**src/rtl/a2_slot_bus_if.sv**
```systemverilog
`timescale 1ns/1ps
// a2_slot_bus_if
//   Apple II slot bus target. It runs in the clk_16m domain and synchronises the
//   asynchronous slot strobes, rw, address and data. Each bus cycle becomes a
//   single-cycle register or ROM request for back-end logic. The block also drives
//   the read data bus and its output enable, which feed SB_IO and the 245 enable.
//
//   Build option: `define A2_SLOT_EXPROM_EN enables the $C800 expansion ROM
//   (the exp_active flag, the _iostrobe decode and the $CFFF release). When it is
//   left undefined, _iostrobe is ignored and o_exp_active is tied to 0.
//
// Ports
//   i_clk_16m      16 MHz system clock
//   i_reset_n      asynchronous active-low reset (slot _reset)
//   i_addr[11:0]   bus address A11..A0
//   i_data[7:0]    bus data from SB_IO D_IN
//   i_rw           1 = read, 0 = write
//   i_devsel_n     _devsel strobe  ($C0nX registers)
//   i_iosel_n      _iosel strobe   ($CnXX slot ROM)
//   i_iostrobe_n   _iostrobe       ($C800-$CFFF expansion ROM)
//   o_data[7:0]    read data to SB_IO D_OUT
//   o_data_oe      data pin / 245 drive enable
//   o_reg_addr     register index
//   o_reg_wdata    register write data
//   o_reg_wr       one-clock register write pulse
//   o_reg_rd       one-clock register read pulse
//   i_reg_rdata    register data, valid 1 clk after o_reg_rd
//   o_rom_addr     ROM address
//   o_rom_rd       one-clock ROM read pulse
//   i_rom_rdata    ROM data, valid 1 clk after o_rom_rd
//   o_exp_active   card owns the $C800 expansion space
//
// state  | meaning
// IDLE   | waiting for a synced strobe fall
// REQ    | one clock: issue the reg_rd / rom_rd request
// DRIVE  | one clock: back-end data valid, begin driving the bus
// WAIT   | hold the bus (read) or capture data (write) until the strobe rises
// IGNORE | cycle not for us; wait for the strobe to rise
module a2_slot_bus_if #(
  parameter int DEV_REGS    = 16,
  parameter int SYNC_STAGES = 2,
  parameter int EXP_AW      = 11
) (
  input  logic              i_clk_16m,
  input  logic              i_reset_n,
  input  logic [11:0]       i_addr,
  input  logic [7:0]        i_data,
  input  logic              i_rw,
  input  logic              i_devsel_n,
  input  logic              i_iosel_n,
  input  logic              i_iostrobe_n,
  output logic [7:0]        o_data,
  output logic              o_data_oe,
  output logic [3:0]        o_reg_addr,
  output logic [7:0]        o_reg_wdata,
  output logic              o_reg_wr,
  output logic              o_reg_rd,
  input  logic [7:0]        i_reg_rdata,
  output logic [EXP_AW-1:0] o_rom_addr,
  output logic              o_rom_rd,
  input  logic [7:0]        i_rom_rdata,
  output logic              o_exp_active
);

  typedef enum logic [2:0] {
    S_IDLE,
    S_REQ,
    S_DRIVE,
    S_WAIT,
    S_IGNORE
  } state_t;

  localparam logic [1:0] CYC_DEV   = 2'd0;
  localparam logic [1:0] CYC_IOSEL = 2'd1;
  localparam logic [1:0] CYC_STRB  = 2'd2;

  // Register index mask; also covers DEV_REGS = 1 without a zero-width slice.
  localparam logic [3:0] REG_MASK = 4'(DEV_REGS - 1);

  // Synchroniser word: {rw, iostrobe_n, iosel_n, devsel_n, addr[11:0], data[7:0]}.
  // Every field goes through the same flops, so the fields stay aligned.
  localparam int SW = 24;
  localparam logic [SW-1:0] SYNC_RST = {1'b1, 3'b111, 20'd0};

  logic [SYNC_STAGES-1:0][SW-1:0] r_sync;
  logic [SW-1:0]                  w_bus_in;
  logic [SW-1:0]                  w_sync;
  logic                           w_s_rw;
  logic [2:0]                     w_strb_s;
  logic [11:0]                    w_s_addr;
  logic [7:0]                     w_s_data;
  logic [2:0]                     r_strb_prev;
  logic [2:0]                     w_fall;

  state_t      r_state;
  state_t      w_state_nxt;
  logic        w_start;
  logic [1:0]  w_cyc_nxt;
  logic        w_reg_rd;
  logic        w_reg_wr;
  logic        w_rom_rd;
  logic [1:0]  r_cyc;
  logic [11:0] r_addr;
  logic        r_rw;
  logic [7:0]  r_reg_wdata;
  logic [7:0]  r_data_out;
  logic [7:0]  w_rdata_sel;
  logic        w_own_n;

  assign w_bus_in = {i_rw, i_iostrobe_n, i_iosel_n, i_devsel_n, i_addr, i_data};
  assign w_sync   = r_sync[SYNC_STAGES-1];
  assign w_s_rw   = w_sync[23];
  assign w_strb_s = w_sync[22:20];
  assign w_s_addr = w_sync[19:8];
  assign w_s_data = w_sync[7:0];
  assign w_fall   = r_strb_prev & ~w_strb_s;

  always_comb begin
    case (r_cyc)
      CYC_DEV:   w_own_n = w_strb_s[0];
      CYC_IOSEL: w_own_n = w_strb_s[1];
      default:   w_own_n = w_strb_s[2];
    endcase
  end

  assign w_rdata_sel = (r_cyc == CYC_DEV) ? i_reg_rdata : i_rom_rdata;

`ifdef A2_SLOT_EXPROM_EN
  logic r_exp_active;
  logic w_exp_set;
  logic w_exp_clr;
`endif

  always_ff @(posedge i_clk_16m or negedge i_reset_n) begin
    if (!i_reset_n) begin
      r_state <= S_IDLE;
    end else begin
      r_state <= w_state_nxt;
    end
  end

  always_comb begin
    w_state_nxt = r_state;
    w_start     = 1'b0;
    w_cyc_nxt   = r_cyc;
    w_reg_rd    = 1'b0;
    w_reg_wr    = 1'b0;
    w_rom_rd    = 1'b0;
`ifdef A2_SLOT_EXPROM_EN
    w_exp_set   = 1'b0;
    w_exp_clr   = 1'b0;
`endif
    case (r_state)
      S_IDLE: begin
        if (w_fall[0]) begin
          w_start     = 1'b1;
          w_cyc_nxt   = CYC_DEV;
          w_state_nxt = S_REQ;
        end else if (w_fall[1]) begin
          w_start     = 1'b1;
          w_cyc_nxt   = CYC_IOSEL;
          w_state_nxt = S_REQ;
        end
`ifdef A2_SLOT_EXPROM_EN
        else if (w_fall[2]) begin
          w_start   = 1'b1;
          w_cyc_nxt = CYC_STRB;
          // $CFFF releases the expansion space for every card, so it is never served.
          if (w_s_addr[10:0] == 11'h7FF) begin
            w_exp_clr   = 1'b1;
            w_state_nxt = S_IGNORE;
          end else if (!r_exp_active) begin
            w_state_nxt = S_IGNORE;
          end else begin
            w_state_nxt = S_REQ;
          end
        end
`endif
      end
      S_REQ: begin
        if (r_rw) begin
          if (r_cyc == CYC_DEV) w_reg_rd = 1'b1;
          else                  w_rom_rd = 1'b1;
        end
`ifdef A2_SLOT_EXPROM_EN
        if (r_cyc == CYC_IOSEL) w_exp_set = 1'b1;
`endif
        // A strobe that is already gone was a glitch; never drive the bus for it.
        if (w_own_n)   w_state_nxt = S_IDLE;
        else if (r_rw) w_state_nxt = S_DRIVE;
        else           w_state_nxt = S_WAIT;
      end
      S_DRIVE: begin
        w_state_nxt = w_own_n ? S_IDLE : S_WAIT;
      end
      S_WAIT: begin
        if (w_own_n) begin
          if (!r_rw && (r_cyc == CYC_DEV)) w_reg_wr = 1'b1;
          w_state_nxt = S_IDLE;
        end
      end
      S_IGNORE: begin
        if (w_own_n) w_state_nxt = S_IDLE;
      end
      default: w_state_nxt = S_IDLE;
    endcase
  end

  always_ff @(posedge i_clk_16m or negedge i_reset_n) begin
    if (!i_reset_n) begin
      r_sync      <= {SYNC_STAGES{SYNC_RST}};
      r_strb_prev <= 3'b111;
      r_cyc       <= CYC_DEV;
      r_addr      <= 12'd0;
      r_rw        <= 1'b1;
      r_reg_wdata <= 8'd0;
      r_data_out  <= 8'd0;
    end else begin
      r_sync      <= {r_sync[SYNC_STAGES-2:0], w_bus_in};
      r_strb_prev <= w_strb_s;
      if (w_start) begin
        r_cyc  <= w_cyc_nxt;
        r_addr <= w_s_addr;
        r_rw   <= w_s_rw;
      end
      // Capture only while the strobe is low; the rising-edge sample is not trusted.
      if (((r_state == S_REQ) || (r_state == S_WAIT)) && !r_rw && !w_own_n) begin
        r_reg_wdata <= w_s_data;
      end
      if (r_state == S_DRIVE) begin
        r_data_out <= w_rdata_sel;
      end
    end
  end

`ifdef A2_SLOT_EXPROM_EN
  always_ff @(posedge i_clk_16m or negedge i_reset_n) begin
    if (!i_reset_n) begin
      r_exp_active <= 1'b0;
    end else if (w_exp_clr) begin
      r_exp_active <= 1'b0;
    end else if (w_exp_set) begin
      r_exp_active <= 1'b1;
    end
  end

  assign o_exp_active = r_exp_active;
  assign o_rom_addr   = (r_cyc == CYC_STRB) ? r_addr[EXP_AW-1:0] : EXP_AW'(r_addr[7:0]);
`else
  assign o_exp_active = 1'b0;
  assign o_rom_addr   = EXP_AW'(r_addr[7:0]);
`endif

  // During DRIVE the back-end data passes straight through; from then on the latched copy is used.
  assign o_data      = (r_state == S_DRIVE) ? w_rdata_sel : r_data_out;
  assign o_data_oe   = (r_state == S_DRIVE) || ((r_state == S_WAIT) && r_rw);
  assign o_reg_addr  = r_addr[3:0] & REG_MASK;
  assign o_reg_wdata = r_reg_wdata;
  assign o_reg_wr    = w_reg_wr;
  assign o_reg_rd    = w_reg_rd;
  assign o_rom_rd    = w_rom_rd;

  // Address bits above the decoded windows and the unused strobe bits are kept here on purpose.
  logic w_unused;
  assign w_unused = &{1'b0, r_addr, w_strb_s, r_strb_prev, w_fall};

endmodule

```
**config.mk**
```make
export PLATFORM = sky130hd
export DESIGN_NAME = a2_slot_bus_if
export DESIGN_NICKNAME = d
export VERILOG_FILES = /design/src/rtl/a2_slot_bus_if.sv
export SDC_FILE = /design/constraint.sdc
export NUM_CORES = 1
export LEC_CHECK = 0
export CORE_UTILIZATION = 44
export CTS_BUF_LIST = sky130_fd_sc_hd__clkbuf_16
export DETAILED_ROUTE_END_ITERATION = 8
export GPL_ROUTABILITY_DRIVEN = 0
export GPL_TIMING_DRIVEN = 1
export PLACE_DENSITY_LB_ADDON = 0.15
export SETUP_SLACK_MARGIN = 0.02
export SKIP_LAST_GASP = 1
export SLEW_MARGIN = 25
export SYNTH_ARGS = -nofsm -noshare
export SYNTH_HDL_FRONTEND = slang
export SYNTH_SLANG_ARGS = --single-unit
```
**constraint.sdc**
```tcl
create_clock -name i_clk_16m -period 1.5 [get_ports i_clk_16m]
set_clock_uncertainty 0.05 [all_clocks]
set_input_delay 0.3 -clock i_clk_16m [delete_from_list [all_inputs] [get_ports i_clk_16m]]
set_output_delay 0.3 -clock i_clk_16m [all_outputs]
set_load 0.02 [all_outputs]
```
==> summary.md <==
| Metric | Value |
|---|---|
| Final Hold Vio Count | 0 |
| Slew Limit Fails | 0 |
| Synth Register Bits | 68 |
| Worst Hold End | w_sync[15] |
| Final core occ | 75.7% |
| Max-Cap Viols | 0 |
| Clock Sink Count | 68 |
| Number of synthesized flops with an enable pin | 0 |
| Die Area | 5520 um2 |
| Area share of the largest cell type after synthesis | 64.2% |
| Total GRT Usage | 18.3% |
| CP endpoint kind | primary output |
| Worst reg2reg path endpoint | o_reg_wdata[6] |
| Mapped cell area | 2300 um2 |
| Number of buffers created by CTS | 9 |
| Via density | 4.54 |
| Core area | 4880 um2 |
| Worst min-delay path startpoint | r_sync[15] |
| DP HPWL | 2900 um |
| Final Cycle Share | 114% |
| Htree depth | 3 |
| Row count | 25 |
| Fraction of layout cells with a size suffix above 1 | 41.3% |
| Die Span Y | 74.3 um |
| RSZ-0062 raised after global routing | true |
| Initial core utilization | 47.2% |
| Sequential element share of the synthesized area | 74.4% |
| PD cells | 2110 nW/um2 |
| HP Class | reg -> reg |
| GRT overflow | 0 |
| Static Leak | 0.00176 uW |
| Failing checks | setup timing |
| Status | finished with violations |
| Number of global-route vias before repair | 1513 |
| Synth Flop Type | dfrtp_1 |
| Ys async rst share | 100% |
| Max Root-Sink Buffers | 2 |
| Overall routed net length | 4610 um |
| Post-route minimum period | 1710 ps |
| DRT antenna net count | 0 |
| Setup violations, final | 30 |
| Drt first pass iters | 4 |
| Synth cell types | 20 |
| Worst vdd ir | 1.13 mV |
| Initial antenna violation count | 0 |
| Nets@finish | 285 |
| R2r startpoint | r_cyc[0] |
| CTS clk-pin slew, worst paths | 50 ps |
| Worst hold path stage count | 0 |
| Yosys Warn Count | 0 |
| Critical path type | reg -> out |
| DP Area | 3170 um2 |
| Worst Reg-to-Reg Cells | 6 |
| Most common cell in the netlist | dfrtp_1 |
| DR iter-0 viols | 75 |
| DR WL/cell | 14.7 um |
| Later-pin clock latency in the skew report | 320 ps |
| Mapped Cells | 142 |
| Dpl ws | -563 ps |
| Clk root buf | clkbuf_16 |
| Final worst setup slack | -212 ps |
| Arrival time worst endpoint | 1360 ps |
| Ports | 78 |
| Crit path max fanout | 6 |
| P&R area growth vs syn | 60.6% |
| Commonest cells post-synth | dfrtp_1, nand2_1, o21ai_0 |
| CTS tree | done |
| CP Launch Type | register |
| Cell area after layout | 3700 um2 |
| Die W | 74.3 um |
| FMAX | 0.584 GHz |
| Final-layout fill cell count | 305 |
| Largest net degree at the start of global routing | 23 |
| Reg-to-reg slack, setup | -190 ps |
| First-pass GRT wire length | 6980 um |
| Post-synth top area cell | dfrtp_1 |
| Via count | 1427 |
| Leading cell types by total area after synthesis | dfrtp_1, dfstp_2, mux2_4, mux2_2, mux2i_1 |
| Port Buf Inserts | 68 |
| Avg Cell Area, Syn | 16.2 um2 |
| Worst EP required | 1150 ps |
| Ant diodes | 0 |
| DRC Markers | 0 |
[power by group]
group / leakage [uW] / internal [uW] / switching, uW
Clock: 0.000133 / 1070 / 660
Combinational: 0.000841 / 1890 / 1620
Sequential: 0.000791 / 2300 / 263
Total: 0.00176 / 5270 / 2540
[how the worst max path moves through the flow]
stage | start | to | slack [ps] | cells past startpoint
3_3_place_gp | i_reg_rdata[7] | o_data[7] | -500 | 4
6_report | r_cyc[0] | o_data[5] | -210 | 4
2_1_floorplan | r_state[0] | o_data[1] | -20 | 2
3_5_place_dp | i_rom_rdata[7] | o_data[7] | -560 | 4
4_1_cts | r_cyc[0] | o_data[6] | -230 | 4
5_1_grt | r_state[0] | o_data[3] | -280 | 4
[flip-flops by register name, indices dropped and copies added, names as in the netlist]
signal       flops
w_sync          19
r_data_out       8
r_sync          19
r_strb_prev      2
r_state          2
r_rw             1
r_addr           8
r_cyc            1
o_reg_wdata      8
[cell type report]
class	count	area, um2	area share, %
Sequential cell	68	1710	46.4
Timing Repair Buffer	99	991	26.8
Multi-Input combinational cell	64	653	17.7
Clock buffer	9	225	6.09
Tap cell	67	83.8	2.27
Clock inverter	6	25.0	0.677
Inverter	1	3.75	0.102
[stage by stage]
stage               hold WS, ps  power [uW]  setup TNS, ps  std cells
finish                      294        7810          -3950        314
global route                300        8200          -5650        314
CTS                         296        7570          -2930        309
detailed placement          195        5560          -6690        285
global placement            184        5470          -6000        285
floorplan                 -45.6        4090          -62.6        145
[cells in the final DEF (no fill, tap or decap), drive strengths merged]
cell           instances
a21oi                  2
and2                   1
and3                   1
buf                   43
clkbuf                 9
clkdlybuf4s50         35
clkinv                 4
conb                   4
dfrtp                 59
dfstp                  9
dlygate4sd2           20
dlygate4sd3            1
inv                    3
mux2                  17
mux2i                  9
nand2                 10
nand2b                 3
nor2                   2
nor2b                  3
nor3                   1
o21ai                 11
[cell families (layout without fill, tap and decap cells)]
logic type,count (synthesis),after routing,share of synthesized area [%]
mux,26,26,13.5
compound gates,13,13,3.32
simple gates,21,21,4.35
flops,68,68,74.4
other cells,1,4,0.163
buf+inv,13,115,4.19
[what timing repair did]
| action | 4_1_cts | 5_1_grt |
|---|---|---|
| gates cloned | 1 | 0 |
| setup endpoints to repair | 49 | 31 |
| pin swaps | 3 | 3 |
| setup buffers | 7 | 5 |
| gates resized for setup | 119 | 18 |
| hold buffers | 1 | 0 |
| endpoints found under the hold margin | 11 | 0 |
[routing by layer]
metal / GRT usage [%] / part of all wire (%) / vias up
met2: 31.7 / 55 / 54
met3: 6.10 / 5.8 / 5
met1: 20.3 / 38 / 706
li1: - / - / 662
met5: 0 / 0 / -
met4: 8.81 / 0.98 / 0
[critical path: stages, from the launching register on]
cell     delay, ps
dfrtp_2        450
buf_12         150
mux2i_1        130
o21ai_2        180
buf_6          150
(Power assumes the default switching activity.)
